### src/rtl/wm_timed_ctrl.sv
// Timed wash-cycle sequencer for one drum: IDLE -> WASH -> RINSE (xN) -> SPIN -> IDLE.
// Pause or an open lid freezes the running phase and gates the motor/valve enables.
module wm_timed_ctrl #(
  parameter int TIMER_W   = 16,
  parameter int WASH_CYC  = 100,
  parameter int RINSE_CYC = 60,
  parameter int SPIN_CYC  = 80,
  parameter int RINSE_W   = 2
) (
  input  logic               clk,
  input  logic               reset,
  input  logic               start,
  input  logic [RINSE_W-1:0] num_rinses,
  input  logic               lid_closed,
  input  logic               pause,
  output logic               wash,
  output logic               rinse,
  output logic               spin,
  output logic               busy,
  output logic               done,
  output logic [1:0]         phase,
  output logic [TIMER_W-1:0] time_left
);

  typedef enum logic [1:0] {
    S_IDLE  = 2'd0,
    S_WASH  = 2'd1,
    S_RINSE = 2'd2,
    S_SPIN  = 2'd3
  } state_t;

  // Timers count down to zero, so each phase loads its length minus one.
  localparam logic [TIMER_W-1:0] WASH_LD  = TIMER_W'(WASH_CYC - 1);
  localparam logic [TIMER_W-1:0] RINSE_LD = TIMER_W'(RINSE_CYC - 1);
  localparam logic [TIMER_W-1:0] SPIN_LD  = TIMER_W'(SPIN_CYC - 1);

  state_t               state, state_nxt;
  logic [TIMER_W-1:0]   timer, timer_nxt;
  logic [RINSE_W-1:0]   rinses, rinses_nxt;
  logic                 done_nxt;
  logic                 hold;

  assign hold = pause | ~lid_closed;

  always_ff @(posedge clk or negedge reset) begin
    if (!reset) begin
      state  <= S_IDLE;
      timer  <= '0;
      rinses <= '0;
      done   <= 1'b0;
    end else begin
      state  <= state_nxt;
      timer  <= timer_nxt;
      rinses <= rinses_nxt;
      done   <= done_nxt;
    end
  end

  always_comb begin
    state_nxt  = state;
    timer_nxt  = timer;
    rinses_nxt = rinses;
    done_nxt   = 1'b0;
    if (state == S_IDLE) begin
      if (start && !hold) begin
        state_nxt  = S_WASH;
        timer_nxt  = WASH_LD;
        rinses_nxt = num_rinses;
      end
    end else if (!hold) begin
      if (timer != '0) begin
        timer_nxt = timer - TIMER_W'(1);
      end else begin
        case (state)
          S_WASH, S_RINSE: begin
            // Outstanding rinse passes take priority over moving on to spin.
            if (rinses != '0) begin
              state_nxt  = S_RINSE;
              timer_nxt  = RINSE_LD;
              rinses_nxt = rinses - RINSE_W'(1);
            end else begin
              state_nxt = S_SPIN;
              timer_nxt = SPIN_LD;
            end
          end
          default: begin
            state_nxt = S_IDLE;
            timer_nxt = '0;
            done_nxt  = 1'b1;
          end
        endcase
      end
    end
  end

  always_comb begin
    wash      = (state == S_WASH)  && !hold;
    rinse     = (state == S_RINSE) && !hold;
    spin      = (state == S_SPIN)  && !hold;
    busy      = (state != S_IDLE);
    phase     = state;
    time_left = timer;
  end

endmodule
### config.mk
export PLATFORM = sky130hd
export DESIGN_NAME = wm_timed_ctrl
export DESIGN_NICKNAME = d
export VERILOG_FILES = /design/src/rtl/wm_timed_ctrl.sv
export SDC_FILE = /design/constraint.sdc
export NUM_CORES = 1
export LEC_CHECK = 0
export CELL_PAD_IN_SITES_DETAIL_PLACEMENT = 0
export CELL_PAD_IN_SITES_GLOBAL_PLACEMENT = 1
export CORE_ASPECT_RATIO = 1.2
export CORE_UTILIZATION = 41
export CTS_CLUSTER_SIZE = 20
export DETAILED_ROUTE_END_ITERATION = 6
export MAX_ROUTING_LAYER = met4
export PLACE_DENSITY_LB_ADDON = 0.15
export SYNTH_ARGS = -nofsm -noshare
export SYNTH_HDL_FRONTEND = slang
export SYNTH_SLANG_ARGS = --single-unit
### constraint.sdc
create_clock -name clk -period 5.69 [get_ports clk]
set_clock_uncertainty 0.05 [all_clocks]
set_input_delay 1.707 -clock clk [delete_from_list [all_inputs] [get_ports clk]]
set_output_delay 1.707 -clock clk [all_outputs]
set_load 0.05 [all_outputs]
== Word-level counts from Yosys, hierarchy flattened ==
Index checks and enable logic that the tools add are counted.

* Bits in registers: 21
* Bits in latches: 0
* RAM bits: 0
* Memory bits (read-only): 0
* Input bits: 7
* Output and inout bits: 23
* Word-level logic and storage cells: 51
* Memories kept: 0

* $add $sub $neg: 2
* $mul: 0
* Div/mod/pow operators: 0
* $lt $le $gt $ge: 0
* Equal/unequal tests: 6
* Shifts and indexed selects: 0
* Mux-type cells: 22
* Bitwise gates (word level): 2
* Reductions and logical operators: 15

{| class="wikitable"
|+ Operator list
! operator !! number
|-
| $mux 16 || 5
|-
| $mux 2 || 11
|-
| $reduce_bool 16->1 || 1
|-
| $sub 16x1->16 const B || 1
|-
| $reduce_bool 2->1 || 4
|-
| $mux 7 || 1
|-
| $mux 1 || 5
|-
| $reduce_and 5->1 || 1
|-
| $eq 2x2->1 const B || 2
|-
| $logic_and 1x1->1 || 4
|-
| $ne 2x1->1 const B || 2
|-
| $reduce_and 3->1 || 1
|-
| $eq 2x1->1 const B || 1
|-
| $logic_not 2->1 || 1
|-
| $ne 2x2->1 const B || 1
|-
| $reduce_and 2->1 || 1
|-
| $reduce_or 2->1 || 1
|-
| $sub 2x1->2 const B || 1
|-
| $logic_not 1->1 || 1
|-
| $not 1->1 || 1
|-
| $or 1x1->1 || 1
|}

== Logic depth before layout (Yosys ltp) ==
Gate-level depths: netlist of the first run.

* Word-level depth: 6
* Depth in mapped cells: 7
* Gate-level depth less buffers: 6

== Least setup slack after synthesis of the first run ==
OpenSTA, ideal clock, no wires.

* Path type: input to output
* Start point: input port lid_closed
* End point: output port rinse
* Arrival time: 2417 ps
* Data required time: 3933 ps
* Setup slack: 1516 ps
* Stages: 3
* Path buffers: 1
* Cells stage by stage: nor2b_1 > buf_2 > and2_1

* Cells in the longest elaborated chain, start to end: 4

{| class="wikitable"
|+ Ends and longest elaborated chain
! what !! RTL line !! RTL
|-
| start: declaration || 14 || <nowiki>input logic lid_closed,</nowiki>
|-
| $not 1->1 || 43 || <nowiki>assign hold = pause | ~lid_closed;</nowiki>
|-
| $or 1x1->1 || 43 ||
|-
| $logic_not 1->1 || 98 || <nowiki>rinse = (state == S_RINSE) && !hold;</nowiki>
|-
| $logic_and 1x1->1 || 98 ||
|-
| end: declaration || 17 || <nowiki>output logic rinse,</nowiki>
|}

Every way passes these cells.

== Final worst setup path of the first run ==
* Start point: input port lid_closed
* End point: output port spin

* Cells in the longest elaborated chain, start to end: 4

{| class="wikitable"
|+ Ends and longest elaborated chain
! what !! RTL line !! RTL
|-
| $not 1->1 || 43 ||
|-
| $or 1x1->1 || 43 ||
|-
| $logic_not 1->1 || 99 || <nowiki>spin = (state == S_SPIN) && !hold;</nowiki>
|-
| $logic_and 1x1->1 || 99 ||
|-
| end: declaration || 18 || <nowiki>output logic spin,</nowiki>
|}

Every way passes these cells.

==> results by group, run 1 <==
Outcome
  • Status: complete, no violations

STA
  • Worst-Margin Slew: 0.969 ns
  • Final setup vio count: 0
  • Final hold vios: 0
  • Final setup TNS: 0 ns
  • Min setup slack post-route: 1.12 ns
  • Fmax achieved: around 220 MHz
  • Max-slew violations: 0
  • Hold WS: 0.495 ns
  • RSZ-0062 raised after global routing: no
  • Min Clock Period, post-route: 4.57 ns
  • Max-slew headroom: a little over a third
  • Final Cycle Share: 80.3%

Synth
  • Synth area leader: dfrtp_1
  • Synth top area cells: dfrtp_1 (37%), ha_1 (6.2%), o31ai_1 (4.8%)
  • Mapped Cells: 148
  • Count of cell types in the netlist: 43
  • Mapped Avg Cell Area: approximately 9.5 sq um
  • Post-synthesis sequential area ratio: 37.2%
  • Number of synthesized register bits: 21
  • Synth top area share: 37.2%
  • Synthesized cell area: 1410 sq um
  • Ys Warns: 0
  • Syn_nets: 162

Placement
  • Detailed placement HPWL: 2590 um
  • GP Congestion: 0.823
  • Area post-placement: around 1700 sq um
  • Post-place setup slack: between 1 and 1.5 ns
  • I/O Buffers: 29
  • Placed cell count: 213

Cells and area
  • Most frequent cells in the layout: clkdlybuf4s50_1 (26), dfrtp_1 (21), a21oi_1 (11)
  • Nets: 195
  • Ant diodes: 0
  • Util after Layout: 54.0%
  • Fillers: 317
  • Layout cells sized above 1: 12.8%
  • Fin cells: 217
  • Synth-to-layout area growth: 26.5%
  • Commonest non-fill, non-tap cell in the layout: clkdlybuf4s50_1
  • FF/Latch Area: between 500 and 600 sq um
  • Footprint of the multi-input gates: 841 sq um
  • Fin area: 1790 sq um

Route
  • DR WL/cell: 16.1 um
  • DR vias: about 1.3k
  • DRT iter0 DRCs: 23
  • DRC viols: 0
  • Post-Route M1 WL: 1560 um
  • Met3 routed WL: roughly 120 um
  • Total wire length: between 3000 and 4000 um
  • Met2 wire length: approximately 1800 um
  • Pre-antenna DRT Iters: 4
  • Avg Vias per Cell: around 6.0
  • Antenna-violating nets left: 0
  • Uppermost routed layer: met4

Clock tree
  • Hold bufs inserted after CTS: 0
  • Clk slew on worst S/H paths: 0.08 ns
  • CTS H-Tree Depth: 1
  • Post-CTS setup buffer count: 0
  • CTS resizes: 0
  • CTS max path bufs: 2
  • Clock Latency Late Sink: 0.26 ns
  • TritonCTS Buffers: 3
  • CTS sink count: 21
  • CTS tree: yes
  • Clock root buffer master: clkbuf_8

Global routing
  • Initial antenna violation count: 0
  • GR Overflow Total: 0
  • First-pass GRT wire length: 5930 um
  • Global-route total usage across every layer: 21.0%
  • Vias in the first global route: 1257
  • Largest net degree at the start of global routing: 22

Setup path
  • Crit. End Element: output port
  • WP data arrival: 2.81 ns
  • Crit Path Class: in2out
  • Peak fanout along the critical path: 9
  • Critical path launch point type: input pin
  • Worst EP required: 3.93 ns

Power and ir drop
  • Pint: ~300 uW
  • Sequential share of power: 40.2%
  • Comb pwr share: between 40% and 50%
  • Clock network fraction of total power: 18.8%
  • Switching Fraction: a little over two fifths
  • Peak supply drop: 272 uV
  • Sw Pwr: between 200 and 250 uW
  • PD cells: 298 nW/um^2
  • Total design power: 533 uW
  • Leak: 0.709 nW

Die
  • Core ar.: 3310 sq um
  • Initial Util: between 40% and 50%
  • Die Wd: 55.6 um
  • Floorplan row count: 23
  • IO Count: 30
  • Die height: roughly 66 um
  • Die area: 3690 sq um

Job
  • Max Cap Violations: 0

Worst hold path
  • Worst Hold Class: reg2reg
-- cell usage after synthesis, drive strengths merged --
library cell,instances
or2,2
clkbuf,1
or3,2
a22oi,1
a21oi,12
a311oi,4
nand4b,1
buf,1
and3b,1
o211ai,2
o31ai,9
nor2,8
xor2,1
nand2,7
or3b,2
nor4b,2
nor2b,1
mux2,2
o311ai,1
and2,4
nand2b,3
a211oi,1
nand3,7
o21a,1
o21ba,2
inv,9
o21ai,3
clkinv,1
nand4,6
ha,7
nor3b,2
mux2i,1
or4,8
dfrtp,21
nor4,6
nor3,6
-- sequential cells by signal, summed over array words and instances, names as in the netlist --
signal / cells
time_left: 16
phase: 2
rinses: 2
done: 1
-- final timing paths --
check | start | endpoint | slack [ns] | cells past startpoint
setup / recovery | lid_closed | spin | 1.12 | 5
hold / removal | rinses[1] | rinses[1] | 0.50 | 2
setup reg to reg | phase[0] | time_left[12] | 3.44 | 6
hold reg to reg | rinses[1] | rinses[1] | 0.50 | 2
max in group asynchronous | reset | time_left[13] | 3.08 | 1
min in group asynchronous | reset | time_left[15] | 1.92 | 1
-- metal layers --
metal | global-route usage, % | up-vias
met3 | 3.33 | 5
met4 | 7.50 | 0
met5 | - | -
li1 | - | 634
met2 | 35.8 | 31
met1 | 25.2 | 625
-- cells by family (layout without fill, tap and decap cells) --
family                   after synthesis  in the layout  synth area share [%]
AO/OA/AOI/OAI                         36             36                  18.1
XOR/XNOR                               1              1                 0.620
adder cells (fa/ha/maj)                7              7                  6.20
buffers and inverters                 12             44                  3.28
flip-flops                            21             21                  37.2
multiplexers                           3              3                  2.30
AND/OR/NAND/NOR                       68             68                  32.3
-- layout make-up --
type | instances | area share [%]
Tap cell | 37 | 2.59
Clock inverter | 1 | 0.280
Multi-Input combinational cell | 115 | 47.1
Timing Repair Buffer | 30 | 16.2
Inverter | 10 | 2.10
Clock buffer | 3 | 2.31
Sequential cell | 21 | 29.4
-- worst max-delay path: stages --
cell and delay [ns]:
clkdlybuf4s50_1 0.48, nor2b_1 0.13, buf_4 0.17, and2_1 0.14, buf_4 0.19
-- power groups by stage --
stage               clock network, mW  logic [mW]  registers (mW)
floorplan                           0      0.0775           0.283
global placement                    0       0.216           0.216
detailed placement                  0       0.219           0.216
CTS                             0.103       0.220           0.213
global route                    0.107       0.235           0.220
finish                          0.100       0.218           0.214
Power figures use the tool's default switching activity.
==> inputs of run 2 (changes only) <==
CORE_UTILIZATION = 34   (was 41)
clock period = 4 ns   (was 5.69 ns; I/O delays follow)
==> results by group, run 2 (synthesis gave the netlist of run 1 again) <==
Outcome
  • Status: complete, no violations

STA
  • Final hold vios: 0
  • Fmax achieved: 280 MHz
  • Final setup TNS: 0 ns
  • RSZ-0062 raised after global routing: no
  • Worst-Margin Slew: 0.988 ns
  • Min setup slack post-route: 0.428 ns
  • Final Cycle Share: 89.3%
  • Min Clock Period, post-route: 3.57 ns
  • Max-slew headroom: 33.9%
  • Final setup vio count: 0
  • Max-slew violations: 0

Cells and area
  • Layout cells sized above 1: around an eighth
  • Synth-to-layout area growth: 31.1%
  • Footprint of the multi-input gates: ~840 sq um
  • Max reg flops: 16
  • Nets: 196
  • Util after Layout: approximately 47%
  • Most frequent cells in the layout: clkdlybuf4s50_1 (26), dfrtp_1 (21), a21oi_1 (11)
  • FF/Latch Area: 526 sq um
  • Fillers: 397
  • Ant diodes: 0
  • Commonest non-fill, non-tap cell in the layout: clkdlybuf4s50_1

Clock tree
  • Clock Latency Late Sink: between 0.2 and 0.3 ns
  • CTS max path bufs: 2
  • CTS resizes: 0
  • Hold bufs inserted after CTS: 0
  • Post-CTS setup buffer count: 0
  • Clk slew on worst S/H paths: 0.08 ns
  • CTS H-Tree Depth: 1
  • CTS sink count: 21
  • Clock root buffer master: clkbuf_8
  • TritonCTS Buffers: 3
  • CTS tree: yes

Placement
  • GP Congestion: 0.780
  • Detailed placement HPWL: 2660 um
  • Post-place setup slack: between 0.4 and 0.5 ns
  • I/O Buffers: 29

Power and ir drop
  • Leak: around 0.72 nW
  • Peak supply drop: 274 uV
  • PD cells: 412 nW/um^2

Global routing
  • Vias in the first global route: 1236
  • Global-route total usage across every layer: 18.8%
  • GR Overflow Total: 0
  • Initial antenna violation count: 0
  • First-pass GRT wire length: 6150 um
  • Largest net degree at the start of global routing: 22

Die
  • IO Count: 30
  • Initial Util: 35.6%
  • Die Wd: 60.8 um
  • Die area: approximately 4400 sq um
  • Die height: 72.6 um
  • Floorplan row count: 25
  • Core ar.: 3970 sq um

Setup path
  • Critical path launch point type: input pin
  • Crit. End Element: output port
  • Peak fanout along the critical path: 4
  • Reg2Reg Setup Slack: 1.68 ns
  • Worst EP required: 2.75 ns
  • R2R Path Start: time_left[0]
  • FF-to-FF End: phase[1]
  • Reg2reg path depth: 6
  • Crit Path Class: in2out
  • WP data arrival: about 2.3 ns

Route
  • Antenna-violating nets left: 0
  • DR vias: approximately 1.3k
  • DRT iter0 DRCs: slightly above 60
  • DR WL/cell: 15.5 um
  • Pre-antenna DRT Iters: 4
  • Avg Vias per Cell: 5.54
  • Total wire length: about 3600 um
  • DRC viols: 0

Worst hold path
  • Hold Path End: rinses[1]
  • Cells on Worst Hold Path: 2
  • Min-delay src: rinses[1]
  • Worst Hold Class: reg2reg

Job
  • Max Cap Violations: 0
[run 2: changes by cell type in the layout (fill, tap and decap cells not counted)]
| cell | change |
|---|---|
| buf_12 | +3 |
| clkbuf_1 | +1 |
| clkinv_2 | -1 |
| buf_4 | -2 |
[run 2: routing by layer]
metal | vias up | track usage [%] | part of all wire, %
li1 | 639 | - | -
met1 | 624 | 26.6 | 49
met2 | 35 | 27.6 | 47
met3 | 4 | 2.66 | 2.9
met4 | 0 | 6.06 | 1.1
met5 | - | - | 0
[run 2: power by group]
| part | switching, mW | internal [mW] |
|---|---|---|
| Sequential | 0.0640 | 0.242 |
| Combinational | 0.197 | 0.117 |
| Clock | 0.0721 | 0.0709 |
| Total | 0.333 | 0.430 |
[run 2: how the worst max path moves through the flow]
stage	cells past startpoint	slack, ns	end	from
floorplan	3	0.84	rinse	lid_closed
global placement	4	0.45	rinse	lid_closed
detailed placement	4	0.41	rinse	lid_closed
CTS	4	0.41	rinse	lid_closed
global route	4	0.38	rinse	lid_closed
finish	4	0.43	rinse	lid_closed
[run 2: cell type report]
type                            instances  share of cell area [%]
Multi-Input combinational cell        115                    45.4
Inverter                               10                    2.03
Sequential cell                        21                    28.4
Timing Repair Buffer                   31                    18.1
Tap cell                               54                    3.65
Clock buffer                            4                    2.43
[run 2: critical path, stage by stage]
cell and delay (ns):
clkdlybuf4s50_1 0.47, nor2b_1 0.27, and2_1 0.22, buf_12 0.15
[run 2: through the flow]
stage	hold slack, ns	cell area [sq um]	power (mW)	instances
after floorplan	0.442	1410	0.513	148
after global placement	0.456	1810	0.622	231
after detailed placement	0.465	1810	0.624	231
after CTS	0.485	1850	0.769	235
after global routing	0.517	1850	0.804	235
final	0.481	1850	0.763	235
